`config.mk`:
```
export PLATFORM = sky130hd
export DESIGN_NAME = page_writeback
export DESIGN_NICKNAME = d
export VERILOG_FILES = /design/src/rtl/page_writeback_pkg.sv /design/src/rtl/page_writeback_addr_gen.sv /design/src/rtl/page_writeback.sv
export SDC_FILE = /design/constraint.sdc
export NUM_CORES = 1
export LEC_CHECK = 0
export ABC_AREA = 1
export BUFFER_PORTS_ARGS = -buffer_cell sky130_fd_sc_hd__buf_2
export CAP_MARGIN = 20
export CORE_AREA = 2 2 109 111
export CTS_CLUSTER_SIZE = 14
export DETAILED_ROUTE_END_ITERATION = 6
export DIE_AREA = 0 0 111 113
export MAX_ROUTING_LAYER = met4
export PLACE_DENSITY = 0.88
export SYNTH_ARGS = -nofsm -noshare
export SYNTH_HDL_FRONTEND = slang
export SYNTH_HIERARCHICAL = 1
export SYNTH_SLANG_ARGS = --single-unit
```
`constraint.sdc`:
```
create_clock -name Clock -period 3 [get_ports Clock]
set_clock_uncertainty 0.2 [all_clocks]
set_input_delay 0.3 -clock Clock [delete_from_list [all_inputs] [get_ports Clock]]
set_output_delay 0.3 -clock Clock [all_outputs]
set_load 0.01 [all_outputs]
```
`src/rtl/page_writeback_pkg.sv`:
```
// page_writeback_pkg
// Shared definitions for the paging path: the write-back engine, the BIOS
// page loader and the paging memory all agree on page geometry through
// these defaults.
//   PAGE_WORDS_DEF   words per page (power of two, 2..256)
//   PID_W_DEF        width of a process identifier
//   wb_state_t       write-back FSM state encoding
//   page_base_addr() first paging-memory word of a process's page
package page_writeback_pkg;

    localparam int unsigned PAGE_WORDS_DEF = 32;
    localparam int unsigned PID_W_DEF      = 5;

    typedef enum logic [1:0] {
        IDLE   = 2'd0,
        PRIME  = 2'd1,
        STREAM = 2'd2,
        FINISH = 2'd3
    } wb_state_t;

    // A page occupies PID*PAGE_WORDS .. PID*PAGE_WORDS+PAGE_WORDS-1, so the
    // base is the PID shifted above the in-page offset bits.
    function automatic logic [31:0] page_base_addr(input logic [31:0] pid,
                                                   input int unsigned off_w);
        return pid << off_w;
    endfunction

endpackage

```
`src/rtl/page_writeback_addr_gen.sv`:
```
// wb_addr_gen
// Address side of the write-back engine: holds the latched PID and HD base,
// the in-page offset counter and the registered PageAddr / HD_Index values.
// The FSM in page_writeback tells it which phase it is in.
// Ports:
//   clk, rst    clock, asynchronous active-high reset
//   load        accept strobe: latch pid/hd_base, clear offset, read word 0
//   prime       PRIME cycle: first write index, read word 1
//   step        STREAM cycle that is not the last word: advance offset
//   pid         process id (sampled only on load)
//   hd_base     HD slot base index (sampled only on load)
//   last        current write offset is the last word of the page
//   page_addr   registered paging-memory read address
//   hd_index    registered HD write index
module wb_addr_gen
    import page_writeback_pkg::*;
#(
    parameter int unsigned PAGE_WORDS = PAGE_WORDS_DEF,
    parameter int unsigned PID_W      = PID_W_DEF
) (
    input  logic             clk,
    input  logic             rst,
    input  logic             load,
    input  logic             prime,
    input  logic             step,
    input  logic [PID_W-1:0] pid,
    input  logic [31:0]      hd_base,
    output logic             last,
    output logic [31:0]      page_addr,
    output logic [31:0]      hd_index
);

    localparam int unsigned      OFF_W        = $clog2(PAGE_WORDS);
    localparam logic [OFF_W-1:0] OFF_LAST     = OFF_W'(PAGE_WORDS - 1);
    localparam logic [OFF_W-1:0] OFF_PRE_LAST = OFF_W'(PAGE_WORDS - 2);

    logic [PID_W-1:0] pid_q;
    logic [31:0]      base_q;
    logic [OFF_W-1:0] offset_q;

    logic [OFF_W-1:0] offset_inc;
    logic [OFF_W-1:0] offset_ahead;
    logic [31:0]      pid_ext_in;
    logic [31:0]      pid_ext_q;
    logic [31:0]      off_inc_ext;
    logic [31:0]      off_ahead_ext;

    // offset_q is the word being written this cycle; the read address runs
    // one word ahead of it, so the next write index is offset+1 and the next
    // read address is offset+2.
    always_comb begin
        offset_inc    = offset_q + OFF_W'(1);
        offset_ahead  = offset_q + OFF_W'(2);
        pid_ext_in    = '0;
        pid_ext_in[PID_W-1:0] = pid;
        pid_ext_q     = '0;
        pid_ext_q[PID_W-1:0]  = pid_q;
        off_inc_ext   = '0;
        off_inc_ext[OFF_W-1:0] = offset_inc;
        off_ahead_ext = '0;
        off_ahead_ext[OFF_W-1:0] = offset_ahead;
    end

    assign last = (offset_q == OFF_LAST);

    // The page base has its low OFF_W bits clear, so OR-ing the offset in
    // gives the zero-extended {PID, offset} address.
    always_ff @(posedge clk or posedge rst) begin
        if (rst) begin
            pid_q     <= '0;
            base_q    <= '0;
            offset_q  <= '0;
            page_addr <= '0;
            hd_index  <= '0;
        end else if (load) begin
            pid_q     <= pid;
            base_q    <= hd_base;
            offset_q  <= '0;
            page_addr <= page_base_addr(pid_ext_in, OFF_W);
            hd_index  <= '0;
        end else if (prime) begin
            hd_index  <= base_q;
            page_addr <= page_base_addr(pid_ext_q, OFF_W) | off_inc_ext;
        end else if (step) begin
            offset_q <= offset_inc;
            // HD index wraps modulo 2^32 by plain 32-bit addition.
            hd_index <= base_q + off_inc_ext;
            // When the next write is the last word, the read address stays
            // on that word so nothing past the page is ever addressed.
            if (offset_q != OFF_PRE_LAST) begin
                page_addr <= page_base_addr(pid_ext_q, OFF_W) | off_ahead_ext;
            end
        end else begin
            offset_q  <= '0;
            page_addr <= '0;
            hd_index  <= '0;
        end
    end

endmodule

```
`src/rtl/page_writeback.sv`:
```
// page_writeback
// Copies one process page from paging memory back into the HD on a context
// switch (reverse of the BIOS page loader).
// Ports:
//   Clock, Reset   system clock, asynchronous active-high reset
//   Start, PID, HD_Base   request; sampled only in IDLE
//   PageAddr       paging-memory read address (registered)
//   PageData       paging-memory read data for the address presented in the
//                  current cycle; captured at the closing edge of that cycle
//   HD_Index, HD_WriteData, HD_wr   HD write port, one word per HD_wr cycle
//   Busy, Done     status
//   state_dbg      current FSM state (wb_state_t encoding)
//
// Handshake: Start is a level request looked at only in IDLE; there is no
// ready and no queueing. Accept happens at the edge where IDLE sees
// Start=1. Busy is high for PRIME and STREAM, then Done pulses for exactly
// one cycle (FINISH) with Busy low; the next request can be accepted at the
// end of the following IDLE cycle.
module page_writeback
    import page_writeback_pkg::*;
#(
    parameter int unsigned PAGE_WORDS = PAGE_WORDS_DEF,
    parameter int unsigned PID_W      = PID_W_DEF
) (
    input  logic             Clock,
    input  logic             Reset,
    input  logic             Start,
    input  logic [PID_W-1:0] PID,
    input  logic [31:0]      HD_Base,
    output logic [31:0]      PageAddr,
    input  logic [31:0]      PageData,
    output logic [31:0]      HD_Index,
    output logic [31:0]      HD_WriteData,
    output logic             HD_wr,
    output logic             Busy,
    output logic             Done,
    output logic [1:0]       state_dbg
);

    wb_state_t state;
    wb_state_t next_state;

    logic        last_word;
    logic        accept;
    logic        prime;
    logic        step;

    logic        busy_d;
    logic        done_d;
    logic        hd_wr_d;
    logic [31:0] wdata_d;

    assign accept = (state == IDLE) && Start;
    assign prime  = (state == PRIME);
    assign step   = (state == STREAM) && !last_word;

    wb_addr_gen #(
        .PAGE_WORDS (PAGE_WORDS),
        .PID_W      (PID_W)
    ) u_addr_gen (
        .clk       (Clock),
        .rst       (Reset),
        .load      (accept),
        .prime     (prime),
        .step      (step),
        .pid       (PID),
        .hd_base   (HD_Base),
        .last      (last_word),
        .page_addr (PageAddr),
        .hd_index  (HD_Index)
    );

    // State register
    always_ff @(posedge Clock or posedge Reset) begin
        if (Reset) begin
            state <= IDLE;
        end else begin
            state <= next_state;
        end
    end

    // Next-state logic
    always_comb begin
        next_state = state;
        case (state)
            IDLE:    if (Start) next_state = PRIME;
            PRIME:   next_state = STREAM;
            STREAM:  if (last_word) next_state = FINISH;
            FINISH:  next_state = IDLE;
            default: next_state = IDLE;
        endcase
    end

    // Output logic: decoded from the state being entered so every output is
    // a flop that lines up with the state it belongs to.
    always_comb begin
        busy_d  = 1'b0;
        done_d  = 1'b0;
        hd_wr_d = 1'b0;
        wdata_d = '0;
        case (next_state)
            PRIME: begin
                busy_d = 1'b1;
            end
            STREAM: begin
                busy_d  = 1'b1;
                hd_wr_d = 1'b1;
                wdata_d = PageData;
            end
            FINISH: begin
                done_d = 1'b1;
            end
            default: ;
        endcase
    end

    always_ff @(posedge Clock or posedge Reset) begin
        if (Reset) begin
            Busy         <= 1'b0;
            Done         <= 1'b0;
            HD_wr        <= 1'b0;
            HD_WriteData <= '0;
        end else begin
            Busy         <= busy_d;
            Done         <= done_d;
            HD_wr        <= hd_wr_d;
            HD_WriteData <= wdata_d;
        end
    end

    assign state_dbg = 2'(state);

endmodule

```
==> results of run 1 <==
==> layout by cell type (no fill, tap or decap), types with 2 or more instances in the layout <==
cell / synthesis / final
nand3_2: 2 / 2
a21oi_1: 27 / 27
nor3_1: 3 / 3
clkinv_2: 0 / 4
nor2_4: 3 / 3
conb_1: 1 / 22
o21ai_0: 45 / 45
inv_1: 111 / 110
nand4_1: 9 / 9
clkbuf_16: 0 / 17
buf_2: 5 / 150
dlygate4sd3_1: 0 / 70
buf_4: 22 / 9
clkinvlp_4: 0 / 4
dfrtp_1: 121 / 121
o22ai_1: 8 / 8
xor2_1: 5 / 5
nor2_1: 51 / 51
nand2_1: 179 / 179
bufinv_16: 0 / 3
ha_1: 17 / 17
o21ai_1: 3 / 3
nand3_1: 19 / 19
a22oi_1: 3 / 3
nand2_2: 2 / 2
clkinv_4: 0 / 5
o21a_1: 5 / 5
nand3_4: 3 / 3
nor2_2: 6 / 6
==> stage by stage <==
stage | util, % | std cells | worst slack [ps] | total power [mW] | hold WS (ps)
2_1_floorplan | - | 694 | 335 | 4.59 | 200
3_3_place_gp | 58.5 | 959 | 407 | 5.50 | 175
3_5_place_dp | 58.5 | 959 | 360 | 5.59 | 182
4_1_cts | 70.1 | 1061 | 328 | 7.76 | 1.35
5_1_grt | 70.1 | 1061 | 54.2 | 8.40 | 30.5
6_report | 70.1 | 1061 | 313 | 7.86 | 15.2
==> synthesized netlist by cell type (2+ instances only) <==
cell type / n / area share [%]
buf_4: 22 / 2.9
nand3_4: 3 / 0.91
o21a_1: 5 / 0.65
a22oi_1: 3 / 0.39
nand2_2: 2 / 0.22
nand3_1: 19 / 1.7
nor3_1: 3 / 0.26
dfrtp_1: 121 / 53
nand4_1: 9 / 0.98
buf_6: 3 / 0.59
o21ai_0: 45 / 3.9
nor2_2: 6 / 0.65
xor2_1: 5 / 0.76
o21ai_1: 3 / 0.26
nand3_2: 2 / 0.35
clkbuf_1: 7 / 0.46
ha_1: 17 / 3.7
o22ai_1: 8 / 0.87
inv_1: 111 / 7.2
a21oi_1: 27 / 2.4
buf_2: 5 / 0.44
nor2_4: 3 / 0.59
nand2_1: 179 / 12
nor2_1: 51 / 3.3
==> kinds of logic after synthesis <==
group / count (synthesis)
flip-flops: 121
buffers and inverters: 149
adder cells (fa/ha/maj): 18
AO/OA/AOI/OAI: 95
XOR/XNOR: 6
AND/OR/NAND/NOR: 283
other: 1
==> critical path, cell delays in order, from the launching register on <==
cell and delay [ps]:
dfrtp_1 430, ha_1 250, inv_1 60, nor2_1 40, ha_1 300, ha_1 360, nand2_1 100, inv_1 60
nand3_1 90, nand2_1 150, nand4_1 180, nor2_1 200, nand2_1 70, nand2_1 60, nor2_1 40
==> flip-flops by register name, summed over array words and instances, names as in the netlist <==
register and cells:
state_dbg 2, u_addr_gen/hd_index 32, u_addr_gen/pid_q 5, Busy 1, Done 1, HD_wr 1, u_addr_gen/page_addr 10, HD_WriteData 32
u_addr_gen/base_q 32, u_addr_gen/offset_q 5
==> final timing paths <==
path	cells past startpoint	to	slack, ps	start
min in group asynchronous	3	u_addr_gen/base_q[24]	300	Reset
hold / removal	3	state_dbg[0]	20	Start
setup reg to reg	14	u_addr_gen/hd_index[29]	310	u_addr_gen/offset_q[1]
setup / recovery	14	u_addr_gen/hd_index[29]	310	u_addr_gen/offset_q[1]
max in group asynchronous	4	u_addr_gen/base_q[7]	1640	Reset
hold reg to reg	2	u_addr_gen/pid_q[3]	270	u_addr_gen/pid_q[3]
==> metal layers <==
metal	GRT usage, %	wire, um
met1	31.8	6490
met4	11.5	557
met3	9.27	1490
met2	45.3	7650
met5	-	0
==> cell type report <==
type | instances | area share [%]
clock buffers | 17 | 5.39
clock inverters | 15 | 2.27
inverters | 111 | 5.29
multi-input cells | 424 | 27.0
flip-flops and latches | 121 | 38.3
well taps | 143 | 2.27
repair buffers | 230 | 19.5
==> power breakdown <==
part	total, mW	internal (mW)	switching [mW]
logic	2.98	1.06	1.92
registers	2.81	2.35	0.459
clock network	2.07	1.30	0.763
==> results.ini, run 1 <==
[floorplanning]
io_pins = 173
dieArea_um2 = 12500
std_cell_rows = 39
die_x_um = 111
start_util_pct = 51.0
die_h_um = 113
coreArea_um2 = 11300

[global_routing]
antenna_found_initial = 0
grt_pass1_vias = 5443
grt_max_degree = 53
grt_usage_pct = 27.8
grt_pass1_wl_um = 26300
overflow = 0

[power]
powerDensity_nw_per_um2 = 995
peakVddDrop_mv = 0.941
p_leak_nw = 4.41

[layout]
fin_nets = 995
antenna_cells = 0
fillCellCount = 772
final_layout_size_suffix_gt1_share_pct = 23.1
multiInputGateArea_um2 = 2130
synthToLayoutAreaGrowth_pct = 37.4
seq_area_um2 = 3030
postLayoutCellArea_um2 = 7900

[yosys]
yosys.area_share.adder_pct = 4.05
muxShareOfSynthArea_pct = 0
seq_area_frac_synth_pct = 52.7
yosys_most_used_dff = dfrtp_1
synth_area_um2 = 5750
avgSynthCellArea_um2 = 8.54
ys_types = 38
synth-seq-cells = 121
yosysWarnings = 6
synthSimpleGateAreaFrac_pct = 21.5
synth-xor-area-share_pct = 0.914
ys_async_sr_fraction_pct = 100
synthCells = 673
synth_top_family_by_area = simple AND/OR/NAND/NOR gates
synth_compound_area_share_pct = 9.14
synth_edf_count = 0

[setup_path]
cp-start-kind = register
crit_type = reg -> reg
crit_fanout = 5
cp.required_ps = 3110
cp-end-kind = register
arrival_ps = 2790

[outcome]
violations = design-rule violations
status = finished with violations

[cts]
cts_buffer_depth = 2
cts_tree = yes
cts_setup_buffers = 0
clock-sinks = 121
cts_resized = 0
cts-buffers-inserted = 17
htree_num_levels = 4
clk_pin_slew_ps = 60
clockRootBuffer = clkbuf_16
clk_latency_ps = 420
postCtsHoldBufs = 70

[detailed_routing]
first_pass_iters = 7
num_vias = 5299
avgRoutedWirePerCell_um = 15.3
wirelength_um = 16200
ant_nets = 0
vias_per_cell = 4.99
drt_iter0_drc = 556
drc_errors = 1

[sta]
hold_viol_final = 0
fmax_mhz = 372
tightestPinTransition_ps = 575
setup_viol = 0
final.min_clock_period_ps = 2690
rsz0062_at_grt = no
slew_viol_final = 0
finalCritPeriodShare_pct = 89.6
fin_tns_setup_ps = 0
relSlewSlack_pct = 61.6

[placed_design]
io_buffers = 150
placed_cell_area_um2 = 6590
gp_congestion = 0.926
dp_hpwl_um = 9950

[job]
drv_cap = 0

[hold_path]
hold_class = in -> reg

Note: power is estimated with default switching activity, not from simulation.
==> run 2: changes to the inputs <==
==> constraint.sdc (replaced) <==
create_clock -name Clock -period 2.85 [get_ports Clock]
set_clock_uncertainty 0.2 [all_clocks]
set_input_delay 0.285 -clock Clock [delete_from_list [all_inputs] [get_ports Clock]]
set_output_delay 0.285 -clock Clock [all_outputs]
set_load 0.01 [all_outputs]
==> run 2 against run 1 <==
The run now ends clean. Count of clock-buffer cells in the layout is 4 higher. Total power is 9.1% higher. Register-to-register slack worse by 170 ps. Non-clock buffer count is 4 higher. Via count is 1.6% higher. Combinational power is 6.7% higher.
==> results.ini, run 2 (synthesized netlist as in run 1, its figures left out) <==
[cts]
clk_pin_slew_ps = 50  ; about the same
clock-sinks = 121  ; unchanged
clockRootBuffer = clkbuf_16
clk_latency_ps = 410  ; about the same
cts_buffer_depth = 2  ; unchanged
cts-buffers-inserted = 17  ; unchanged
htree_num_levels = 4  ; unchanged
cts_tree = yes

[power]
p_leak_nw = 4.48  ; +1.5%
powerDensity_nw_per_um2 = 1070  ; +7.6%
peakVddDrop_mv = 0.923  ; -1.9%
total_power_mw = 8.57  ; +9.1%

[setup_path]
r2r_end = u_addr_gen/hd_index[22]
arrival_ps = 2780  ; about the same
cp.required_ps = 2920  ; -190 ps
r2r_cells = 12  ; -2
reg2reg_slack_ps = 140  ; -170 ps
cp-start-kind = register
crit_type = reg -> reg
r2r-start = u_addr_gen/offset_q[1]
crit_end = u_addr_gen/hd_index[22]
crit_fanout = 7  ; +2
critPathLaunch = u_addr_gen/offset_q[1]
cp-end-kind = register

[placed_design]
gp_congestion = 0.934  ; +0.85%
dp_hpwl_um = 10300  ; +3.8%
dp_cells = 961  ; +0.21%
io_buffers = 150  ; unchanged

[detailed_routing]
wirelength_um = 16800  ; +3.8%
first_pass_iters = 5  ; -2
drc_errors = 0  ; -1
drt_iter0_drc = 547  ; -1.6%
ant_nets = 0  ; unchanged
num_vias = 5385  ; +1.6%
vias_per_cell = 5.07  ; +1.4%
avgRoutedWirePerCell_um = 15.8  ; +3.6%

[sta]
finalCritPeriodShare_pct = 94.9  ; +5.3 points
fin_hold_ws_ps = 265  ; +250 ps
tightestPinTransition_ps = 829  ; +254 ps
fin_tns_setup_ps = 0  ; unchanged
rsz0062_at_grt = no
hold_viol_final = 0  ; unchanged
fmax_mhz = 370  ; -0.67%
slew_viol_final = 0  ; unchanged
setup_viol = 0  ; unchanged
relSlewSlack_pct = 44.7  ; -17 points
final.min_clock_period_ps = 2710  ; +18.0 ps

[floorplanning]
coreArea_um2 = 11300  ; unchanged
die_h_um = 113  ; unchanged
dieArea_um2 = 12500  ; unchanged
std_cell_rows = 39  ; unchanged
die_x_um = 111  ; unchanged
start_util_pct = 51.0  ; unchanged
io_pins = 173  ; unchanged

[global_routing]
grt_usage_pct = 28.7  ; +0.91 points
overflow = 0  ; unchanged
grt_pass1_vias = 5586  ; +2.6%
antenna_found_initial = 0  ; unchanged
grt_max_degree = 45  ; -15%
grt_pass1_wl_um = 27200  ; +3.4%

[layout]
final_common_cell = nand2_1
synthToLayoutAreaGrowth_pct = 39.3
reg.largest.list = HD_WriteData x32, u_addr_gen/base_q x32, u_addr_gen/hd_index x32
multiInputGateArea_um2 = 2160  ; +1.2%
antenna_cells = 0  ; unchanged
stdcell_count = 1063  ; +0.19%
final_layout_size_suffix_gt1_share_pct = 23.5  ; +0.38 points
fillCellCount = 744  ; -3.6%
final_util_pct = 71.1  ; +0.99 points
fin_nets = 999  ; +0.40%
seq_area_um2 = 3030  ; about the same
layout_common_cells = 178 x nand2_1, 150 x buf_2, 120 x dfrtp_1

[job]
drv_cap = 0  ; unchanged

[outcome]
status = finished, final reports clean

[hold_path]
hold_class = reg -> reg

==> run 2: changes by cell type in the layout (fill, tap and decap cells not counted), moves of 2 or more <==
| cell | before | now |
|---|---|---|
| clkinv_4 | 5 | 0 |
| nor2_2 | 6 | 8 |
| clkbuf_1 | 0 | 2 |
| bufinv_16 | 3 | 6 |
| clkinvlp_4 | 4 | 0 |
| buf_4 | 9 | 12 |
| clkbuf_8 | 0 | 2 |
| nor2_1 | 51 | 49 |
==> run 2: area by class of cell <==
| type | count | share of cell area [%] |
|---|---|---|
| multi-input combinational | 424 | 26.9 |
| inverter | 111 | 5.22 |
| timing repair buffer | 234 | 19.6 |
| clock inverter | 9 | 2.44 |
| sequential | 121 | 37.8 |
| tap | 143 | 2.23 |
| clock buffer | 21 | 5.75 |
==> run 2: how the worst min path moves through the flow <==
stage                        startpoint                   to  slack [ps]  depth (start not counted)
detailed placement                Reset     HD_WriteData[28]         220                          3
global placement                  Reset     HD_WriteData[13]         210                          3
global route        u_addr_gen/pid_q[4]  u_addr_gen/pid_q[4]         290                          2
floorplan                   PageData[0]      HD_WriteData[0]         180                          2
CTS                 u_addr_gen/pid_q[2]  u_addr_gen/pid_q[2]         270                          2
finish              u_addr_gen/pid_q[2]  u_addr_gen/pid_q[2]         260                          2
==> run 2: timing repair <==
item	4_1_cts	5_1_grt
hold buffers	71	0
setup endpoints to repair	0	15
hold endpoints to repair	149	0
buffers inserted	0	1
resized for setup	0	7
==> run 2: report_power, final <==
part | leakage, nW | internal [mW] | switching [mW]
Sequential | 1.57 | 2.48 | 0.500
Combinational | 2.58 | 1.13 | 2.05
Clock | 0.323 | 1.67 | 0.739
Total | 4.48 | 5.28 | 3.29
==> run 2: per-layer routing <==
layer | track usage (%) | routed length (um) | vias up
li1 | - | - | 2521
met1 | 34.3 | 6760 | 2515
met2 | 46.3 | 8260 | 314
met3 | 7.77 | 1410 | 35
met4 | 12.4 | 384 | 0
met5 | - | 0 | -
==> run 2: through the flow <==
step	cell area, um^2	setup slack (ps)
floorplan	5830	200
global placement	6610	305
detailed placement	6610	212
CTS	7970	137
global route	8010	0.932
finish	8010	145
==> run 2: worst max-delay path, stage by stage (launching register included) <==
cell,delay (ps)
dfrtp_2,430
ha_1,240
inv_1,60
nor2_1,40
ha_1,330
ha_4,300
nand2_1,60
nor2_1,120
nand2_1,90
nand3_4,130
nand3_4,120
o21ai_0,290
a21oi_1,150
